### src/rtl/ion_current_unit.sv
// Sequential ionic current unit: I = g_bar * gate^p * (v_mem - e_rev) using one
// shared W x W multiplier; the result is written to a per-channel slot.
module ion_current_unit #(
    parameter int W     = 16,
    parameter int FRAC  = 8,
    parameter int N_CH  = 4,
    parameter int P_MAX = 4,
    localparam int CH_W = (N_CH > 1) ? $clog2(N_CH) : 1
) (
    input  logic              clk,
    input  logic              rst,
    input  logic              start,
    input  logic [CH_W-1:0]   ch_sel,
    input  logic [2:0]        exp_sel,
    input  logic [W-1:0]      gate,
    input  logic [W-1:0]      v_mem,
    input  logic [W-1:0]      g_bar,
    input  logic [W-1:0]      e_rev,
    output logic              busy,
    output logic              done,
    output logic              sat,
    output logic [W-1:0]      i_out,
    output logic [N_CH*W-1:0] i_ch
);
    localparam logic [W-1:0] ONE  = W'(1) << FRAC;
    localparam logic [W-1:0] MAXV = {1'b0, {(W-1){1'b1}}};
    localparam logic [W-1:0] MINV = {1'b1, {(W-1){1'b0}}};

    typedef enum logic [1:0] {IDLE, POW, MUL_G, MUL_D} state_t;

    state_t                   state;
    logic [2:0]               cnt;
    logic [W-1:0]             pow_r, gate_l, g_bar_l, diff_l;
    logic [CH_W-1:0]          ch_l;
    logic                     sat_acc;
    logic [N_CH-1:0][W-1:0]   slots;

    // Request-side preprocessing, consumed only on the accepting edge.
    logic [2:0]   p_eff;
    logic [W-1:0] gate_c, diff_c;
    logic [W:0]   diff_w;
    logic         diff_sat;

    always_comb begin
        p_eff = (int'(exp_sel) > P_MAX) ? 3'(P_MAX) : exp_sel;
        if (gate[W-1])
            gate_c = '0;
        else if (gate > ONE)
            gate_c = ONE;
        else
            gate_c = gate;
        diff_w   = {v_mem[W-1], v_mem} - {e_rev[W-1], e_rev};
        diff_sat = diff_w[W] != diff_w[W-1];
        diff_c   = diff_sat ? (diff_w[W] ? MINV : MAXV) : diff_w[W-1:0];
    end

    // Shared multiplier: pow_r is always the left operand, the right one follows the state.
    logic [W-1:0]          mul_b, mul_res;
    logic signed [2*W-1:0] prod, shifted;
    logic                  mul_sat;

    always_comb begin
        case (state)
            POW:     mul_b = gate_l;
            MUL_G:   mul_b = g_bar_l;
            default: mul_b = diff_l;
        endcase
        prod    = $signed(pow_r) * $signed(mul_b);
        shifted = prod >>> FRAC;
        mul_sat = !((&shifted[2*W-1:W-1]) || !(|shifted[2*W-1:W-1]));
        mul_res = mul_sat ? (shifted[2*W-1] ? MINV : MAXV) : shifted[W-1:0];
    end

    always_ff @(posedge clk or negedge rst) begin
        if (!rst) begin
            state   <= IDLE;
            cnt     <= '0;
            pow_r   <= '0;
            gate_l  <= '0;
            g_bar_l <= '0;
            diff_l  <= '0;
            ch_l    <= '0;
            sat_acc <= 1'b0;
            busy    <= 1'b0;
            done    <= 1'b0;
            sat     <= 1'b0;
            i_out   <= '0;
            slots   <= '0;
        end else begin
            done <= 1'b0;
            case (state)
                IDLE: if (start) begin
                    gate_l  <= gate_c;
                    g_bar_l <= g_bar;
                    diff_l  <= diff_c;
                    ch_l    <= ch_sel;
                    sat_acc <= diff_sat;
                    sat     <= 1'b0;
                    busy    <= 1'b1;
                    pow_r   <= (p_eff == 3'd0) ? ONE : gate_c;
                    if (p_eff >= 3'd2) begin
                        cnt   <= p_eff - 3'd2;
                        state <= POW;
                    end else begin
                        state <= MUL_G;
                    end
                end
                POW: begin
                    pow_r   <= mul_res;
                    sat_acc <= sat_acc | mul_sat;
                    if (cnt == 3'd0)
                        state <= MUL_G;
                    else
                        cnt <= cnt - 3'd1;
                end
                MUL_G: begin
                    pow_r   <= mul_res;
                    sat_acc <= sat_acc | mul_sat;
                    state   <= MUL_D;
                end
                default: begin
                    i_out <= mul_res;
                    if (int'(ch_l) < N_CH)
                        slots[ch_l] <= mul_res;
                    sat   <= sat_acc | mul_sat;
                    done  <= 1'b1;
                    busy  <= 1'b0;
                    state <= IDLE;
                end
            endcase
        end
    end

    assign i_ch = slots;

endmodule

### config.mk
export PLATFORM = sky130hd
export DESIGN_NAME = ion_current_unit
export DESIGN_NICKNAME = d
export VERILOG_FILES = /design/src/rtl/ion_current_unit.sv
export SDC_FILE = /design/constraint.sdc
export NUM_CORES = 1
export LEC_CHECK = 0
export CAP_MARGIN = 5
export CORE_MARGIN = 2
export CORE_UTILIZATION = 50
export DETAILED_ROUTE_END_ITERATION = 10
export PLACE_DENSITY = 0.74
export SYNTH_ARGS = -nofsm -noshare
export SYNTH_HDL_FRONTEND = slang
export SYNTH_SLANG_ARGS = --single-unit
### constraint.sdc
create_clock -name clk -period 8.7 [get_ports clk]
set_input_delay 1.74 -clock clk [delete_from_list [all_inputs] [get_ports clk]]
set_output_delay 1.74 -clock clk [all_outputs]
set_load 0.005 [all_outputs]
==> results_tabular.tex <==
\begin{tabular}{lr}
\hline
Metric & Value \\
\hline
\multicolumn{2}{l}{\textbf{Status}} \\
\quad Outcome & finished, final reports clean \\
\multicolumn{2}{l}{\textbf{STA}} \\
\quad Hold violation total from the final report & 0 \\
\quad Tmin final & 8.40 ns \\
\quad Least-Margin Pin Slew & 1.05 ns \\
\quad Number of setup violations in the final report & 0 \\
\quad Fin Clk Skew & 0.0137 ns \\
\quad Unrepaired setup endpoints after global routing & false \\
\quad Fin. max-slew vios & 0 \\
\quad Peak Freq & 119 MHz \\
\quad Worst slew margin relative to its limit & 0.302 \\
\quad Ratio of final minimum period to clock period & 0.965 \\
\quad Worst Hold Margin & 0.480 ns \\
\multicolumn{2}{l}{\textbf{Die}} \\
\quad Initial cell density of the core & 0.508 \\
\quad Horizontal die dimension & 189 µm \\
\quad Rows & 67 \\
\quad Area of the core region & 33500 µm² \\
\quad Die Span Y & 189 µm \\
\quad Number of primary I/O pins & 155 \\
\quad DIE AREA & 35600 µm² \\
\multicolumn{2}{l}{\textbf{Synth}} \\
\quad Sequential fraction of the synthesis area & 0.226 \\
\quad Post-synthesis average cell area & 9.36 µm² \\
\quad Yosys reg bits & 154 \\
\quad EDFF count, synth & 0 \\
\quad Cell Area, Synth & 17000 µm² \\
\quad Yosys synthesis warning count & 0 \\
\quad Share of flip-flops with an asynchronous set or reset & 1.00 \\
\quad Number of different library cells in the post-synthesis netlist & 72 \\
\quad Synth Flop Type & sky130\_fd\_sc\_hd\_\_dfrtp\_1 \\
\quad Synth Instances & 1820 \\
\quad Net count of the mapped netlist & 2256 \\
\multicolumn{2}{l}{\textbf{Cells and area}} \\
\quad Final non-filler cell area & 20100 µm² \\
\quad FILL cells & 2833 \\
\quad Ant. Diodes & 0 \\
\quad Share of layout cells above drive strength 1 & 0.0894 \\
\quad Most common library cell in the layout ignoring fill and taps & sky130\_fd\_sc\_hd\_\_inv\_1 \\
\quad Top library cells by usage in the layout, fill and taps aside & 329 x sky130\_fd\_sc\_hd\_\_inv\_1, 261 x sky130\_fd\_sc\_hd\_\_fa\_1, 240 x sky130\_fd\_sc\_hd\_\_nand2\_1 \\
\quad Fin util & 0.599 \\
\quad Net total in the final layout & 2437 \\
\quad Layout Area Growth over Synthesis & 18.0\% \\
\multicolumn{2}{l}{\textbf{Routing}} \\
\quad Number of vias per cell & 5.44 \\
\quad DR iter-0 viols & 855 \\
\quad Residual antenna-violating net count after detailed routing & 0 \\
\quad Aggregate routed wire length & 45.7 mm \\
\quad Pre-Repair DR Iteration Count & 6 \\
\quad Via count & 13400 \\
\quad Number of DRC violations after detailed routing & 0 \\
\quad Routed len/inst & 18.6 µm \\
\multicolumn{2}{l}{\textbf{Clock network}} \\
\quad CTS tree & built \\
\quad Post-cts hold buffer count & 0 \\
\quad CTS H-tree lvls & 4 \\
\quad Later-pin clock latency in the skew report & 0.43 ns \\
\quad Maximum buffer depth of the clock tree & 2 \\
\quad TritonCTS buffer count & 17 \\
\quad Clock Pin Slew Worst Setup and Hold Paths & 0.06 ns \\
\quad Clock sinks & 154 \\
\quad Cell at the root of the clock tree & sky130\_fd\_sc\_hd\_\_clkbuf\_16 \\
\multicolumn{2}{l}{\textbf{Setup path}} \\
\quad Crit-path most repeated cell & sky130\_fd\_sc\_hd\_\_fa\_1 \\
\quad Capture instance of the worst register-to-register path & i\_ch[23]\$\_DFFE\_PN0P\_ \\
\quad Worst setup path startpoint & state[0]\$\_DFFE\_PN0P\_ \\
\quad Endpoint kind of the worst setup timing path & register \\
\quad Stage delay of the slowest cell on the critical path & 0.53 ns \\
\quad Critical Path AT & 8.70 ns \\
\quad Critical path type & reg2reg \\
\quad Worst reg2reg path startpoint & state[0]\$\_DFFE\_PN0P\_ \\
\quad Worst reg-to-reg path cell count & 32 \\
\quad Register-to-Register Setup Slack & 0.30 ns \\
\quad Required time at the endpoint of the critical path & 9.00 ns \\
\quad Category of the worst setup path launch point & register \\
\quad Crit path to & i\_ch[23]\$\_DFFE\_PN0P\_ \\
\quad Slowest CP cell & sky130\_fd\_sc\_hd\_\_fa\_1 \\
\quad Maximum net fanout on the critical path & 9 \\
\multicolumn{2}{l}{\textbf{Global route}} \\
\quad Antenna violations before repair & 2 \\
\quad Total congestion overflow after global routing & 0 \\
\quad Number of global-route vias before repair & 14300 \\
\quad Total global-route track usage & 0.270 \\
\quad Wire length of the first global-routing pass & 75.7 mm \\
\quad Largest net degree at the start of global routing & 95 \\
\multicolumn{2}{l}{\textbf{Run}} \\
\quad Max-capacitance violation count & 0 \\
\multicolumn{2}{l}{\textbf{Placement}} \\
\quad Detail Placement HPWL & 36.5 mm \\
\quad Placed cell areas & 19400 µm² \\
\quad Port-buffer cells & 154 \\
\quad Final GP Congestion & 0.924 \\
\multicolumn{2}{l}{\textbf{Worst hold path}} \\
\quad Kind of path behind the tightest hold check & reg2reg \\
\hline
\end{tabular}
-- cell usage after synthesis (9+ instances only) --
| cell | count | area share |
|---|---|---|
| sky130_fd_sc_hd__nand2b_1 | 14 | 0.0051 |
| sky130_fd_sc_hd__a21o_1 | 18 | 0.0079 |
| sky130_fd_sc_hd__nand3_1 | 12 | 0.0035 |
| sky130_fd_sc_hd__nand2_1 | 241 | 0.053 |
| sky130_fd_sc_hd__o21ai_1 | 9 | 0.0026 |
| sky130_fd_sc_hd__ha_1 | 102 | 0.075 |
| sky130_fd_sc_hd__a21oi_1 | 63 | 0.019 |
| sky130_fd_sc_hd__or2_2 | 9 | 0.0033 |
| sky130_fd_sc_hd__clkbuf_1 | 64 | 0.014 |
| sky130_fd_sc_hd__nor2b_1 | 63 | 0.023 |
| sky130_fd_sc_hd__xnor2_1 | 25 | 0.013 |
| sky130_fd_sc_hd__nor3_1 | 13 | 0.0038 |
| sky130_fd_sc_hd__a22oi_1 | 20 | 0.0088 |
| sky130_fd_sc_hd__inv_1 | 336 | 0.074 |
| sky130_fd_sc_hd__a211oi_1 | 12 | 0.0053 |
| sky130_fd_sc_hd__dfrtp_1 | 154 | 0.23 |
| sky130_fd_sc_hd__and2_1 | 73 | 0.027 |
| sky130_fd_sc_hd__mux2_2 | 22 | 0.015 |
| sky130_fd_sc_hd__o31ai_1 | 15 | 0.0066 |
| sky130_fd_sc_hd__o22ai_1 | 10 | 0.0037 |
| sky130_fd_sc_hd__o21ai_0 | 94 | 0.028 |
| sky130_fd_sc_hd__xor2_1 | 11 | 0.0057 |
| sky130_fd_sc_hd__nor2_1 | 73 | 0.016 |
| sky130_fd_sc_hd__fa_1 | 262 | 0.31 |
-- metal layers --
metal  up-vias  GRT usage  wire [µm]
met5         -          0         13
met4         2     0.0568        833
met3        60     0.0646       4040
met2       540      0.432      21300
met1      6709      0.377      19500
li1       6073          -          -
-- state kept, by name, summed over array words and instances, names as in the netlist, 2 cells and up --
| register | flops |
|---|---|
| ch_l | 2 |
| i_ch | 64 |
| state | 2 |
| cnt | 3 |
| pow_r | 16 |
| diff_l | 16 |
| i_out | 16 |
| gate_l | 15 |
| g_bar_l | 16 |
-- final cells by class --
type | count | area (µm²) | share of cell area
clock inverters | 10 | 95.1 | 0.00473
multi-input cells | 1261 | 11700 | 0.584
inverters | 336 | 1270 | 0.0630
well taps | 448 | 561 | 0.0279
flip-flops and latches | 154 | 3850 | 0.192
clock buffers | 21 | 450 | 0.0224
repair buffers | 231 | 2140 | 0.107
-- worst min path at each step --
stage	depth (start not counted)	startpoint	end
floorplan	2	diff_l[5]$_DFFE_PN0P_	diff_l[5]$_DFFE_PN0P_
global placement	2	gate_l[3]$_DFFE_PN0P_	gate_l[3]$_DFFE_PN0P_
detailed placement	2	i_ch[61]$_DFFE_PN0P_	i_ch[61]$_DFFE_PN0P_
CTS	2	i_ch[61]$_DFFE_PN0P_	i_ch[61]$_DFFE_PN0P_
global route	2	i_ch[37]$_DFFE_PN0P_	i_ch[37]$_DFFE_PN0P_
finish	1	cnt[1]$_DFFE_PN0P_	cnt[1]$_DFFE_PN0P_
-- cell families after synthesis --
kind of cell | share of synthesized area
AOI/OAI and AO/OA | 0.111
xor gates and xnor gates | 0.0185
adders and majority gates | 0.383
buffers and inverters | 0.0898
DFF | 0.226
muxes | 0.0165
and+or+nand+nor | 0.155
-- stage by stage --
stage	instances	worst slack [ns]	TNS, ns
floorplan	1820	0.00384	0
CTS	2456	0.00872	0
global route	2461	0.00300	0
global placement	2425	0.0297	0
finish	2461	0.301	0
detailed placement	2425	-0.124	-1.29
-- worst max-delay path, delay by kind of cell (launching register included) --
family / cells / cell delay (ns)
buffers and inverters: 9 / 1.06
adders and majority gates: 8 / 3.54
AOI/OAI and AO/OA: 9 / 1.88
DFF: 1 / 0.39
and+or+nand+nor: 6 / 1.40
-- repair_timing --
action                     4_1_cts  5_1_grt
gates resized for setup          4       23
pin swaps                        0        8
setup buffers                    0        5
setup endpoints to repair       49       92
gates cloned                     0        0
Power is left out: the tool's default activity adds up to more than one toggle a clock period on the data nets, which glitch-free logic cannot reach.
